===== src/rtl/sn_window_writer.sv =====
// sn_window_writer
// Writer side of the Sn sample RAM. It takes one NSAM-sample speech frame over
// a valid/ready stream, multiplies each sample by its analysis-window
// coefficient (signed-magnitude Q16), writes the result to Sn RAM address i,
// and raises donewr once the whole frame is in RAM.
//
// Build option:
//   SN_WINDOW_SAT_EN  defined   -> an overflowing product saturates its magnitude
//                     undefined -> an overflowing product keeps the low N-1 bits (wrap)
// In both builds the sticky ovf flag records the overflow.
module sn_window_writer #(
    parameter int N    = 32,
    parameter int Q    = 16,
    parameter int NSAM = 320,
    parameter int AW   = 9
) (
    input  logic          clk,
    input  logic          rst,
    input  logic          startwr,
    input  logic          in_valid,
    input  logic [N-1:0]  in_sample,
    output logic          in_ready,
    output logic [AW-1:0] win_addr,
    input  logic [N-1:0]  win_data,
    output logic [AW-1:0] sn_wr_addr,
    output logic [N-1:0]  sn_wr_data,
    output logic          sn_wr_en,
    output logic          ovf,
    output logic          donewr
);

    typedef enum logic [3:0] {
        ST_START       = 4'd0,
        ST_WAIT_SAMPLE = 4'd1,
        ST_WAIT_ROM    = 4'd2,
        ST_LATCH       = 4'd3,
        ST_CALC        = 4'd4,
        ST_WRITE       = 4'd5,
        ST_INCR        = 4'd6,
        ST_CHECK       = 4'd7,
        ST_DONE        = 4'd8
    } state_t;

    localparam logic [AW-1:0] NSAM_C = AW'(NSAM);
    localparam logic [AW-1:0] ONE_C  = {{(AW-1){1'b0}}, 1'b1};

    // Signed-magnitude fixed-point multiply, same semantics as the shared
    // multiplier. Returns {overflow, result}. The magnitude product is formed
    // at full 2(N-1) width so that overflow can be seen above the kept field.
    // A zero magnitude never carries a sign, so there is no negative zero.
    function automatic logic [N:0] sm_mul(input logic [N-1:0] a, input logic [N-1:0] b);
        logic [2*(N-1)-1:0] full_v;
        logic [N-2:0]       mag_v;
        logic               ovf_v;
        logic               sign_v;
        full_v = {{(N-1){1'b0}}, a[N-2:0]} * {{(N-1){1'b0}}, b[N-2:0]};
        ovf_v  = |(full_v >> (N - 1 + Q));
`ifdef SN_WINDOW_SAT_EN
        if (ovf_v) begin
            mag_v = {(N-1){1'b1}};
        end else begin
            mag_v = (N-1)'(full_v >> Q);
        end
`else
        mag_v = (N-1)'(full_v >> Q);
`endif
        if (mag_v == {(N-1){1'b0}}) begin
            sign_v = 1'b0;
        end else begin
            sign_v = a[N-1] ^ b[N-1];
        end
        return {ovf_v, sign_v, mag_v};
    endfunction

    state_t        state_r;
    state_t        next_state_s;
    logic [AW-1:0] i_r;
    logic [N-1:0]  sample_r;
    logic [N-1:0]  in_a_r;
    logic [N-1:0]  in_b_r;
    logic [N-1:0]  prod_r;
    logic [N:0]    mul_s;
    logic          in_ready_r;
    logic [AW-1:0] win_addr_r;
    logic [AW-1:0] sn_wr_addr_r;
    logic          sn_wr_en_r;
    logic          ovf_r;
    logic          donewr_r;

    assign mul_s      = sm_mul(in_a_r, in_b_r);
    assign in_ready   = in_ready_r;
    assign win_addr   = win_addr_r;
    assign sn_wr_addr = sn_wr_addr_r;
    assign sn_wr_data = prod_r;
    assign sn_wr_en   = sn_wr_en_r;
    assign ovf        = ovf_r;
    assign donewr     = donewr_r;

    // State register; reset aborts any frame in progress.
    always_ff @(posedge clk or negedge rst) begin
        if (!rst) begin
            state_r <= ST_START;
        end else begin
            state_r <= next_state_s;
        end
    end

    // Next-state logic: one sample walks accept -> ROM -> latch -> multiply ->
    // write -> increment -> check before the next sample is taken.
    always_comb begin
        next_state_s = state_r;
        case (state_r)
            ST_START: begin
                if (startwr) begin
                    next_state_s = ST_WAIT_SAMPLE;
                end else begin
                    next_state_s = ST_START;
                end
            end
            ST_WAIT_SAMPLE: begin
                if (in_valid && in_ready_r) begin
                    next_state_s = ST_WAIT_ROM;
                end else begin
                    next_state_s = ST_WAIT_SAMPLE;
                end
            end
            ST_WAIT_ROM: next_state_s = ST_LATCH;
            ST_LATCH:    next_state_s = ST_CALC;
            ST_CALC:     next_state_s = ST_WRITE;
            ST_WRITE:    next_state_s = ST_INCR;
            ST_INCR:     next_state_s = ST_CHECK;
            ST_CHECK: begin
                if (i_r < NSAM_C) begin
                    next_state_s = ST_WAIT_SAMPLE;
                end else begin
                    next_state_s = ST_DONE;
                end
            end
            ST_DONE: begin
                // A frame only restarts after startwr has been low for a cycle.
                if (startwr) begin
                    next_state_s = ST_DONE;
                end else begin
                    next_state_s = ST_START;
                end
            end
            default: next_state_s = ST_START;
        endcase
    end

    // Datapath and registered outputs. Status outputs are loaded from the
    // next state so they are high exactly while in their state; the write
    // address/data are loaded on leaving CALC so that they and the strobe are
    // all valid during the WRITE cycle (4 clocks after the accept cycle).
    always_ff @(posedge clk or negedge rst) begin
        if (!rst) begin
            i_r          <= {AW{1'b0}};
            sample_r     <= {N{1'b0}};
            in_a_r       <= {N{1'b0}};
            in_b_r       <= {N{1'b0}};
            prod_r       <= {N{1'b0}};
            in_ready_r   <= 1'b0;
            win_addr_r   <= {AW{1'b0}};
            sn_wr_addr_r <= {AW{1'b0}};
            sn_wr_en_r   <= 1'b0;
            ovf_r        <= 1'b0;
            donewr_r     <= 1'b0;
        end else begin
            in_ready_r <= (next_state_s == ST_WAIT_SAMPLE);
            sn_wr_en_r <= (next_state_s == ST_WRITE);
            donewr_r   <= (next_state_s == ST_DONE);
            case (state_r)
                ST_START: begin
                    i_r   <= {AW{1'b0}};
                    ovf_r <= 1'b0;
                end
                ST_WAIT_SAMPLE: begin
                    if (in_valid && in_ready_r) begin
                        sample_r   <= in_sample;
                        win_addr_r <= i_r;
                    end
                end
                ST_LATCH: begin
                    in_a_r <= sample_r;
                    in_b_r <= win_data;
                end
                ST_CALC: begin
                    prod_r       <= mul_s[N-1:0];
                    sn_wr_addr_r <= i_r;
                    ovf_r        <= ovf_r | mul_s[N];
                end
                ST_INCR: begin
                    i_r <= i_r + ONE_C;
                end
                default: begin
                end
            endcase
        end
    end

endmodule


===== config.mk =====
export PLATFORM = sky130hd
export DESIGN_NAME = sn_window_writer
export DESIGN_NICKNAME = d
export VERILOG_FILES = /design/src/rtl/sn_window_writer.sv
export SDC_FILE = /design/constraint.sdc
export NUM_CORES = 2
export LEC_CHECK = 0
export CORE_UTILIZATION = 45
export DETAILED_ROUTE_END_ITERATION = 8
export MAX_ROUTING_LAYER = met4
export SKIP_LAST_GASP = 1
export SLEW_MARGIN = 40
export SYNTH_ARGS = -nofsm -noshare
export SYNTH_HDL_FRONTEND = slang
export SYNTH_SLANG_ARGS = --single-unit

===== constraint.sdc =====
create_clock -name clk -period 7.79 [get_ports clk]
set_clock_uncertainty 0.05 [all_clocks]
set_input_delay 1.9475 -clock clk [delete_from_list [all_inputs] [get_ports clk]]
set_output_delay 1.9475 -clock clk [all_outputs]
set_load 0.005 [all_outputs]

==> impl_summary.md <==
Run status
The run finished with clean final reports.

Synth
In the synthesized netlist, the number of instances is roughly 4,100. The share of synthesized area in the top cell type comes to 0.436. The total of warnings raised by yosys is 0. The netlist area before placement is 38,400 um2. The most instantiated library cell after synthesis is inv_1. Synthesis inferred 163 register bits. For this run, the leading register cell type out of synthesis is dfrtp_1.

Yosys mapped a number of flops with a built-in enable equal to 0. fa_1 takes more of the synthesized area than any other cell. The total nets after synthesis is 5,266. Yosys attributes the largest share of cell area to fa_1 44%, dfrtp_1 11%, and2_1 9.7%. Counting flops with an async set or reset pin after synthesis yields a share of 1.00.

After synthesis, the mean cell area works out to 9.35 um2. The proportion of synthesized chip area in sequential cells is 0.106. By count the netlist is led by 890 x inv_1, 836 x fa_1, 598 x and2_1. The post-synthesis cell type count is 79.

GRT
For this run, the total global-route usage over all layers was measured as 0.264. The maximum number of pins on one net before global-route repair is 73. The via count of the first global-routing pass was 30,100. The first global-routing pass estimated approximately 170,000 um of wire.

The initial antenna violation count is 2. The overall overflow remaining after global route is 0.

Floorplan
For this configuration, the core starts out at a cell density of 0.457. The top-level port count is between 100 and 150. Measured along the y axis, the die boundary spans 294 um.

The floorplan step set the die width to about 290 um. The core region area is 84,100 um2. The site row count is about 110. The die covers roughly 87,000 um2.

STA
The total count of hold-check failures in the final report is 0. The worst slew slack as a fraction of its limit is 0.473. At the pin with the least slew margin, the transition time is between 0.7 and 0.8 ns. The max-slew violation count was 0. Setup repair after global routing could not meet its margin everywhere. The final period demand of the worst path is between 7 and 8 ns. The maximum clock rate is approximately 130 MHz. The total of endpoints with negative setup slack in the final report is 0.

The final total negative setup slack is 0 ns. The final critical-path share of the clock period is 0.988.

Detailed routing
The wire length reported by the detailed router is about 100,000 um. The highest signal layer in the routed design is met4. Summed over all nets, wire length on met2 after detailed routing comes to approximately 46,000 um. The via density per instance is about 5. After detailed routing, the wire length on met1 is roughly 48,000 um. Before antenna repair, the detailed router went through 6 iterations. The DRC violation count after routing is 0.

The amount of wire on met3 after detailed routing is approximately 6400 um. The first routing iteration left between 1,000 and 1,500 violations. Dividing the detail-routed wire length by the instance count gives around 19 um.

The remaining antenna violation count after routing is 0. The routed layout has ~28,000 vias.

Clock tree
The level count of the clock H-tree is 4. After clock tree synthesis, the clock-pin slew on the worst setup and hold paths is around 0.080 ns. The number of CTS-inserted buffers is 17. The clock passes through at most 2 buffers. For the worst-skew pair, the clock arrives at the later sink with an insertion delay of ~0.52 ns. The number of sinks on the clock net is between 150 and 200. The library cell used as clock root buffer is clkbuf_16. The clock tree from TritonCTS is built. After clock tree synthesis, the flow added hold-fix buffers numbering 0.

Critical path
For the worst flop-to-flop path, the logic depth is 24. The endpoint identified for the worst register-to-register timing path is sn_wr_data[31]. The most frequent cell on the critical path is fa_1. The data required time at the worst endpoint is slightly above 8 ns. STA classifies the critical path endpoint as a flip-flop. The arrival time of data at the critical path endpoint is 8.05 ns. The largest delay contributor family on the critical path is adder cells. On the worst path, the slowest cell contributes a delay of about 0.6 ns. The cell type of the slowest stage on the worst timing path is fa_1. The critical path goes through buf_12 -> buf_12 -> and2_1 -> fa_1 -> fa_1 -> fa_1 -> inv_1 -> fa_1 -> inv_1 -> fa_1 -> fa_1 -> fa_1 -> fa_1 -> ha_2 -> nand2_1 -> o21a_1 -> o21a_1 -> a41o_1 -> o211ai_1 -> a31oi_2 -> xor2_2 -> nand4_1 -> nor4_2 -> nor2_1.

The worst register-to-register path begins at in_b_r[4]. The buffering stage count on the worst path with inverters included is 4. Along the worst path, the maximum fanout reaches 17. The startpoint-to-endpoint class of the critical path is reg2reg. In this run the register-to-register setup slack is 0.1 ns. The worst setup path is launched from a flip-flop.

Finish
The final instance area is around 44,000 um2. Of the cells placed in the final design, the portion with a size suffix greater than 1 is 0.140. In the final design database the tool counted 5,490 nets.

From synthesis to final layout, the design area changed by 15.5%.

Min path
The path class of the tightest hold or removal check is reg2reg. The hold path depth is 2. The startpoint identified for the worst hold timing path is sn_wr_addr[5].

The destination of the worst hold path is sn_wr_addr[5].

Placed design
After detailed placement, the total cell area comes to between 40,000 and 50,000 um2. The HPWL after detailed placement is between 80,000 and 90,000 um. Routability-driven placement finished with a final weighted congestion of 0.924.

Input and output buffers added on the ports amount to about 120.

Run
Max-cap violations in this run came to 0.
[layout make-up]
type                    instances  area, um2
clock buffers                  17        425
clock inverters                15        190
inverters                     891       3340
flip-flops and latches        163       4100
repair buffers                442       4250
multi-input cells            2818      30600
fillers                      7871      39700
well taps                    1134       1420
diodes                          2       5.00
[registers in the layout, summed over array words and instances, names as in the netlist]
register / flops
sn_wr_en: 1
in_a_r: 32
sample_r: 32
state_r: 4
in_b_r: 32
sn_wr_data: 32
donewr: 1
sn_wr_addr: 9
i_r: 9
in_ready: 1
ovf: 1
win_addr: 9
[cell usage in the layout, fill, tap and decap left out, types with 7 or more instances in the layout]
cell and n:
a21o_1 19, a21oi_1 60, a21oi_2 18, a31oi_1 11
and2_1 596, and3_1 8, buf_12 48, buf_4 264
buf_6 7, clkbuf_16 17, clkdlybuf4s50_1 120, clkinv_8 7
dfrtp_1 145, dfrtp_2 18, fa_1 811, fa_2 25
ha_1 240, ha_4 12, inv_1 888, mux2_2 108
mux2i_1 7, nand2_1 515, nand3_1 31, nand4_1 32
nor2_1 38, nor3_1 10, o211ai_1 13, o21a_1 10
o21ai_0 57, o21ai_1 13, o21bai_1 7, xnor2_1 23
[per-layer routing]
metal / vias to the layer above / global-route usage
li1: 12700 / -
met1: 14300 / 0.374
met2: 666 / 0.391
met3: 117 / 0.0509
met4: 0 / 0.0588
met5: - / -
[logic make-up (layout without fill, tap and decap cells)]
family	Yosys count	in the layout	share of synthesized area
multiplexers	117	117	0.0341
AND/OR/NAND/NOR	1290	1290	0.173
XOR/XNOR	31	31	0.00707
other	0	2	0
buffers and inverters	1128	1365	0.111
AO/OA/AOI/OAI	291	291	0.0503
flip-flops	163	163	0.106
adder cells (fa/ha/maj)	1089	1089	0.518
[worst max-delay path by stage]
stage,slack [ns],from,depth (start not counted),endpoint
after global routing,-0.16,in_b_r[4],28,sn_wr_data[31]
after global placement,-0.21,in_a_r[2],27,sn_wr_data[31]
after floorplan,0.38,in_a_r[24],26,ovf
final,0.1,in_b_r[4],24,sn_wr_data[31]
after CTS,0.01,in_b_r[4],27,sn_wr_data[31]
after detailed placement,-0.15,in_b_r[7],29,sn_wr_data[31]
[tightest hold or removal path, stage by stage, from the launching register on]
cell,delay (ns)
dfrtp_1,0.35
nand2_1,0.05
nand2_1,0.05
[metrics by stage]
step                       util  instances  hold slack (ns)  setup slack [ns]
final                     0.527       5482            0.437            0.0952
after global routing      0.527       5481            0.460            -0.156
after CTS                 0.519       5464            0.438            0.0121
after detailed placement  0.511       5431            0.414            -0.151
after global placement    0.511       5431            0.413            -0.215
after floorplan               -       4109            0.417             0.381
[timing repair]
| action | CTS | global route |
|---|---|---|
| resized for setup | 18 | 130 |
| setup buffers | 1 | 15 |
| pin swaps | 2 | 49 |
| setup endpoints to repair | 2 | 8 |
Power is left out: the tool's default activity adds up to more than one toggle a clock period on the data nets, which glitch-free logic cannot reach.
